==> src/rtl/expr_vector_driver.sv <==
// rtl/expr_vector_driver.sv - LFSR operand driver with MISR response signature
// Drives pseudo-random operands into an expression block one vector per cycle and compacts its responses.
module expr_vector_driver #(
   parameter int CNT_W = 16,
   parameter int SIG_W = 32
) (
   input  logic                    clk,
   input  logic                    reset,
   input  logic                    start,
   input  logic [CNT_W-1:0]        num_vec,
   input  logic [63:0]             seed,
   output logic [3:0]              a0,
   output logic [4:0]              a1,
   output logic [5:0]              a2,
   output logic signed [3:0]       a3,
   output logic signed [4:0]       a4,
   output logic signed [5:0]       a5,
   output logic [3:0]              b0,
   output logic [4:0]              b1,
   output logic [5:0]              b2,
   output logic signed [3:0]       b3,
   output logic signed [4:0]       b4,
   output logic signed [5:0]       b5,
   input  logic [89:0]             y,
   output logic                    busy,
   output logic                    done,
   output logic [SIG_W-1:0]        sig,
   output logic [CNT_W-1:0]        vec_cnt
);

   localparam logic [1:0] S_IDLE = 2'd0;
   localparam logic [1:0] S_RUN  = 2'd1;
   localparam logic [1:0] S_FIN  = 2'd2;

   logic [1:0]       r_state;
   logic [63:0]      r_lfsr;
   logic [SIG_W-1:0] r_sig;
   logic [CNT_W-1:0] r_vec_cnt;
   logic [CNT_W-1:0] r_num_vec;

   logic [63:0]      w_lfsr_next;
   logic [31:0]      w_fold;
   logic [SIG_W-1:0] w_sig_next;
   logic [CNT_W-1:0] w_cnt_inc;

   assign w_lfsr_next = {1'b0, r_lfsr[63:1]} ^ (r_lfsr[0] ? 64'hD800000000000000 : 64'h0);
   assign w_fold      = y[31:0] ^ y[63:32] ^ {6'b0, y[89:64]};
   assign w_sig_next  = {r_sig[SIG_W-2:0], 1'b0} ^ (r_sig[SIG_W-1] ? 32'h04C11DB7 : 32'h0) ^ w_fold;
   assign w_cnt_inc   = r_vec_cnt + 1'b1;

   always_ff @(posedge clk) begin
      if (reset) begin
         r_state   <= S_IDLE;
         r_lfsr    <= 64'h1;
         r_sig     <= '0;
         r_vec_cnt <= '0;
         r_num_vec <= '0;
      end else begin
         case (r_state)
            S_IDLE: begin
               if (start) begin
                  r_sig     <= 32'hFFFFFFFF;
                  r_vec_cnt <= '0;
                  if (num_vec != '0) begin
                     // An all-zero seed would lock the LFSR, so substitute 1.
                     r_lfsr    <= (seed == 64'h0) ? 64'h1 : seed;
                     r_num_vec <= num_vec;
                     r_state   <= S_RUN;
                  end else begin
                     r_state   <= S_FIN;
                  end
               end
            end
            S_RUN: begin
               r_sig     <= w_sig_next;
               r_lfsr    <= w_lfsr_next;
               r_vec_cnt <= w_cnt_inc;
               if (w_cnt_inc == r_num_vec) r_state <= S_FIN;
            end
            S_FIN:   r_state <= S_IDLE;
            default: r_state <= S_IDLE;
         endcase
      end
   end

   // Operands are live only while running so the block under test sees quiet zeros otherwise.
   always_comb begin
      a0 = '0; a1 = '0; a2 = '0; a3 = '0; a4 = '0; a5 = '0;
      b0 = '0; b1 = '0; b2 = '0; b3 = '0; b4 = '0; b5 = '0;
      if (r_state == S_RUN) begin
         a0 = r_lfsr[3:0];
         a1 = r_lfsr[8:4];
         a2 = r_lfsr[14:9];
         a3 = r_lfsr[18:15];
         a4 = r_lfsr[23:19];
         a5 = r_lfsr[29:24];
         b0 = r_lfsr[33:30];
         b1 = r_lfsr[38:34];
         b2 = r_lfsr[44:39];
         b3 = r_lfsr[48:45];
         b4 = r_lfsr[53:49];
         b5 = r_lfsr[59:54];
      end
   end

   assign busy    = (r_state == S_RUN);
   assign done    = (r_state == S_FIN);
   assign sig     = r_sig;
   assign vec_cnt = r_vec_cnt;

endmodule

==> config.mk <==
export PLATFORM = sky130hd
export DESIGN_NAME = expr_vector_driver
export DESIGN_NICKNAME = d
export VERILOG_FILES = /design/src/rtl/expr_vector_driver.sv
export SDC_FILE = /design/constraint.sdc
export NUM_CORES = 1
export LEC_CHECK = 0
export BUFFER_PORTS_ARGS = -buffer_cell sky130_fd_sc_hd__buf_4
export CORE_MARGIN = 5
export CORE_UTILIZATION = 49
export DETAILED_ROUTE_END_ITERATION = 8
export PLACE_DENSITY_LB_ADDON = 0.25
export SYNTH_ARGS = -nofsm -noshare
export SYNTH_HDL_FRONTEND = slang
export SYNTH_SLANG_ARGS = --single-unit
==> constraint.sdc <==
create_clock -name clk -period 2.52 [get_ports clk]
set_input_delay 0.378 -clock clk [delete_from_list [all_inputs] [get_ports clk]]
set_output_delay 0.378 -clock clk [all_outputs]
set_load 0.05 [all_outputs]
Word-level counts from Yosys, hierarchy flattened
Cells that the tools add are included.
{ "classes": {"n_addsub": 1, "n_reduce_logical": 8, "mux": 26, "n_eq_ne": 6, "n_bitwise": 5} }
{ "op_table": {"columns": ["op", "count"], "rows": [
  ["64-bit two-way mux", 4],
  ["64-bit case mux with 2 select lines", 1],
  ["64-bit zero test", 1],
  ["32-bit case mux with 2 select lines", 1],
  ["32-bit XOR", 2],
  ["63-bit by 64-bit XOR with 64-bit output", 1],
  ["32-bit two-way mux", 1],
  ["16-bit case mux with 2 select lines", 1],
  ["32-bit by 26-bit XOR with 32-bit output", 1],
  ["32-bit by 27-bit XOR with 32-bit output", 1],
  ["27-bit two-way mux", 1],
  ["6-bit two-way mux", 4],
  ["5-bit two-way mux", 4],
  ["16-bit by 1-bit adder with 16-bit output (second input constant)", 1],
  ["16-bit equality test", 1],
  ["16-bit two-way mux", 1],
  ["4-bit two-way mux", 4],
  ["16-bit nonzero test", 1],
  ["2-bit two-way mux", 3],
  ["3-bit AND reduction", 2],
  ["2-bit inequality test (second input constant)", 2],
  ["2-bit case mux with 2 select lines", 1],
  ["2-bit AND reduction", 2],
  ["2-bit by 1-bit equality test with 1-bit output (second input constant)", 1],
  ["4 further kinds", 4]
]} }
{ "word_totals": {"out_inout_bits": 110, "in_bits": 173, "register_bits": 130} }

Logic depth before layout (Yosys ltp)
{ "logic_depth": {"depth_word": 5, "ltp_mapped": 9, "depth_no_buf": 8} }

Least setup slack after synthesis
No wires, ideal clock.
{ "synth_timing": {"kind": "register to register", "startpoint": "reg r_vec_cnt[0] (netlist: vec_cnt[0])", "endpoint": "reg r_state[0]", "arrival_time_ps": 2216, "setup_slack_ps": 170, "stages_incl_launch_ff": 10, "n_path_buf": 1, "path_cell_list": "dfxtp_1 > ha_1 > buf_4 > nand3_4 > nor4_4 > xnor2_1 > a21oi_2 > o2111ai_1 > nor4_2 > a211oi_1"} }
{ "synth_between": {"elab_chain_len": 4} }
{ "synth_lines": {"columns": ["item", "line", "rtl"], "rows": [
  ["start: declaration", "38", "logic [CNT_W-1:0] r_vec_cnt;"],
  ["start signal: assignment", "77", "r_vec_cnt <= w_cnt_inc;"],
  ["16-bit by 1-bit adder with 16-bit output", "49", "assign w_cnt_inc = r_vec_cnt + 1'b1;"],
  ["16-bit equality test", "78", "if (w_cnt_inc == r_num_vec) r_state <= S_FIN;"],
  ["2-bit by 1-bit inequality test with 1-bit output (no line)", null, null],
  ["2-bit AND reduction (no line)", null, null],
  ["end signal: assignment", "78", null],
  ["end signal: assignment", "80", "S_FIN: r_state <= S_IDLE;"],
  ["end signal: assignment", "81", "default: r_state <= S_IDLE;"],
  ["end: declaration", "35", "logic [1:0] r_state;"]
]} }
Every way passes these cells.
A chain may end at the register's enable or synchronous reset.

Final worst setup path
{ "layout_timing": {"startpoint": "reg r_vec_cnt[2] (netlist: vec_cnt[2])", "endpoint": "reg r_state[0]"} }
The elaborated chain is that of the path after synthesis.

==> impl_metrics.tcl <==
set metrics [dict create \
    setup.worst_path.class "flop to flop" \
    stdcell_area_mm2 0.00988 \
    num_rows 43 \
    drtAntennaViolNets 0 \
    grt_max_degree 102 \
    syn-instance-count 842 \
    clock-root-buffer "clkbuf_16" \
    design.final.nets 1267 \
    cts_hold_repair.buffers 0 \
    gr-total-overflow 0 \
    worst_min_path_class "primary input to flop" \
    start_util_pct 50.2 \
    setup.worst_path.start_class "flop" \
    rsz_0062_raised_after_global_routing "no" \
    cellInternalPower_uw 4990 \
    maxCapViolCount 0 \
    final_hold_viol_count 0 \
    placement.io_buffers 282 \
    synth.yosys.seq_area_share_pct 37.2 \
    cpLargestDelayFamily "simple AND/OR/NAND/NOR gates" \
    static-leakage-power_uw 0.00429 \
    period_needed_ns 2.26 \
    slew_viol_final 0 \
    core_area_mm2 0.0139 \
    cp.arrival_ns 2.53 \
    synth_async_sr_flop_share_pct 0 \
    tritoncts "built" \
    timing.critical_path.slowest_cell_delay_ns 0.56 \
    syn_avg_cell_area_um2 8.30 \
    initial_antenna_violation_count 0 \
    vdd_drop_max_v 0.000489 \
    synth_top_area_cell "dfxtp_1" \
    hpwlAfterDp_um 16700 \
    layout-drive-gt1-share_pct 31.1 \
    power.share.sequential_pct 33.5 \
    synth_fp_nets 1016 \
    worst-path-buf-inv 0 \
    antenna_cells 0 \
    htree_levels 4 \
    synth.distinct_cells 48 \
    grtUsageTotal_pct 26.5 \
    routed-via-count 7086 \
    synth.area.top_cells "dfxtp_1 37%, xnor2_1 12%, a211oi_1 7.9%, nor2_1 7.3%, and2_1 5.5%" \
    fin_total_pwr_uw 7300 \
    synth-main-ff-cell "dfxtp_1" \
    last_weighted_congestion_value_of_the_routability_driven_placer 0.917 \
    synth_area_mm2 0.00699 \
    number_of_synthesized_register_bits 130 \
    ios 283 \
    comb_power_share_pct 29.3 \
    layout_worst_path_cycle_share_pct 89.7 \
    max_slew.worst_pin.slew_ns 1.08 \
    grt_pass1_vias 6858 \
    power-per-cell-area_mw_per_mm2 739 \
    cp_slowest_cell "dfxtp_1" \
    detail_route.wl_per_cell_um 17.8 \
    net-switching-power_uw 2310 \
    cts.sink_count 130 \
    final.fill_count 1128 \
    dieHeight_um 129 \
    design.die.area_mm2 0.0168 \
    crit_path_cell_chain "and4_1 -> nand2_1 -> xor2_1 -> a22oi_1 -> o2111ai_1 -> nor4_2 -> a211oi_1" \
    drt_pass1_iterations 5 \
    grt_pass1_wl_um 34900 \
    status "finished, final reports clean" \
    buffers_from_clock_root_to_sink_at_most 2 \
    placedInstanceArea_mm2 0.00923 \
    crit_path_max_fo 11 \
    area_growth_syn_to_layout_pct 41.4 \
    switching_share_pct 31.7 \
    routed_via_density 5.51 \
    numCtsBuffers 17 \
    fmax_mhz 443 \
    worst_skew_pair_latency_ns 0.41 \
    tns_ns 0 \
    part_of_the_total_power_dissipated_in_the_clock_network_pct 37.2 \
    synth.top_cell.area_share_pct 37.2 \
    clkTransAtPathRegs_ns 0.06 \
    die_width_um 129 \
    post-route-drc-count 0 \
    edff_count_synth 0 \
    ys.warnings.count 0 \
    endpoint_kind "flop" \
    drt_first_iter_violations 521 \
    timing.max_slew.rel_slack_pct 27.6 \
    drt-total-wl_um 22900 \
    timing.final.setup_violations 0 \
    required_ns 2.79 \
    clock-skew-final_ns 0.00624 \
]
logic make-up after synthesis:
kind of cell	synth area share (%)
AOI/OAI and AO/OA	14.1
muxes	2.29
xor gates and xnor gates	15.7
adders and majority gates	0.179
and+or+nand+nor	25.6
buffers and inverters	4.99
DFF	37.2
power by group through the flow:
stage               logic [uW]  registers, uW  clock network [uW]
global placement          2100           2480                   0
CTS                       2150           2450                2740
detailed placement        2130           2480                   0
global route              2290           2470                2850
finish                    2140           2450                2720
floorplan                 1170           2710                   0
layer usage:
layer	global-route usage, %	part of all wire (%)
met1	32.3	39
met2	44.4	49
met3	8.20	8.6
met4	9.35	2.8
met5	0	0
final timing paths:
path              depth (start not counted)        from  slack [ns]      endpoint
setup / recovery                          7  vec_cnt[2]        0.26    r_state[0]
hold reg to reg                           2  r_lfsr[59]        0.45    r_lfsr[59]
hold / removal                            3  num_vec[4]        0.20  r_num_vec[4]
setup reg to reg                          7  vec_cnt[2]        0.26    r_state[0]
cells in the mapped netlist, types with 5 or more instances:
library cell and instances:
xor2_1 33, clkbuf_1 40, nor3_1 66, and2_1 61
nor4_1 25, nand4_1 10, xnor2_1 92, buf_6 5
o21ai_0 14, buf_4 5, a21oi_1 19, dfxtp_1 130
nor2_1 135, nand2b_1 5, nand2_1 29, a211oi_1 74
mux2i_1 16, nand3_1 5, buf_2 10, o22ai_1 20
state kept, by name, indices dropped and copies added (netlist names):
register	count
r_lfsr	64
r_num_vec	16
r_state	2
sig	32
vec_cnt	16
worst reg2reg max path, cell delays in order, from the launching register on:
cell       delay, ns
dfxtp_1         0.56
and4_1          0.41
nand2_1         0.15
xor2_1          0.18
a22oi_1         0.19
o2111ai_1       0.19
nor4_2          0.33
a211oi_1        0.11
per-stage QoR:
step / util [%] / hold slack [ns] / worst slack (ns) / std cells
3_5_place_dp: 66.2 / 0.441 / 0.174 / 1254
5_1_grt: 70.9 / 0.209 / 0.0872 / 1286
4_1_cts: 70.9 / 0.191 / 0.231 / 1286
3_3_place_gp: 66.2 / 0.437 / 0.259 / 1254
6_report: 70.9 / 0.203 / 0.261 / 1286
2_1_floorplan: - / 0.427 / 0.170 / 842
layout make-up:
class / instances / area, um2 / share of cell area (%)
clock buffers: 22 / 474 / 4.80
clock inverters: 10 / 179 / 1.81
inverters: 2 / 7.51 / 0.0760
multi-input cells: 643 / 4070 / 41.2
flip-flops and latches: 130 / 2600 / 26.3
well taps: 180 / 225 / 2.28
repair buffers: 299 / 2320 / 23.5
cell usage in the layout (no fill, tap or decap), types with 4 or more instances in the layout:
cell type  Yosys  final
nor2_1       135    133
mux2i_1       16     16
xnor2_1       92     92
a211oi_1      74     74
nor3_1        66     66
nand2b_1       5      4
buf_12         0      6
clkbuf_16      0     17
o21ai_0       14     14
and2_1        61     61
bufinv_16      0      5
o22ai_1       20     20
o211ai_1       4      4
buf_4          5    293
a21oi_1       19     19
xor2_1        33     33
nor4_1        25     25
nand2_1       29     29
dfxtp_1      130    130
nand3_1        5      5
clkinv_2       0      4
nand4_1       10     10
repair_timing:
item / CTS / global route
gates resized for setup: 0 / 1
endpoints found under the hold margin: 0 / 0
endpoints found under the setup margin: 0 / 1
buffers inserted: 0 / 0
Power figures use the tool's default switching activity.
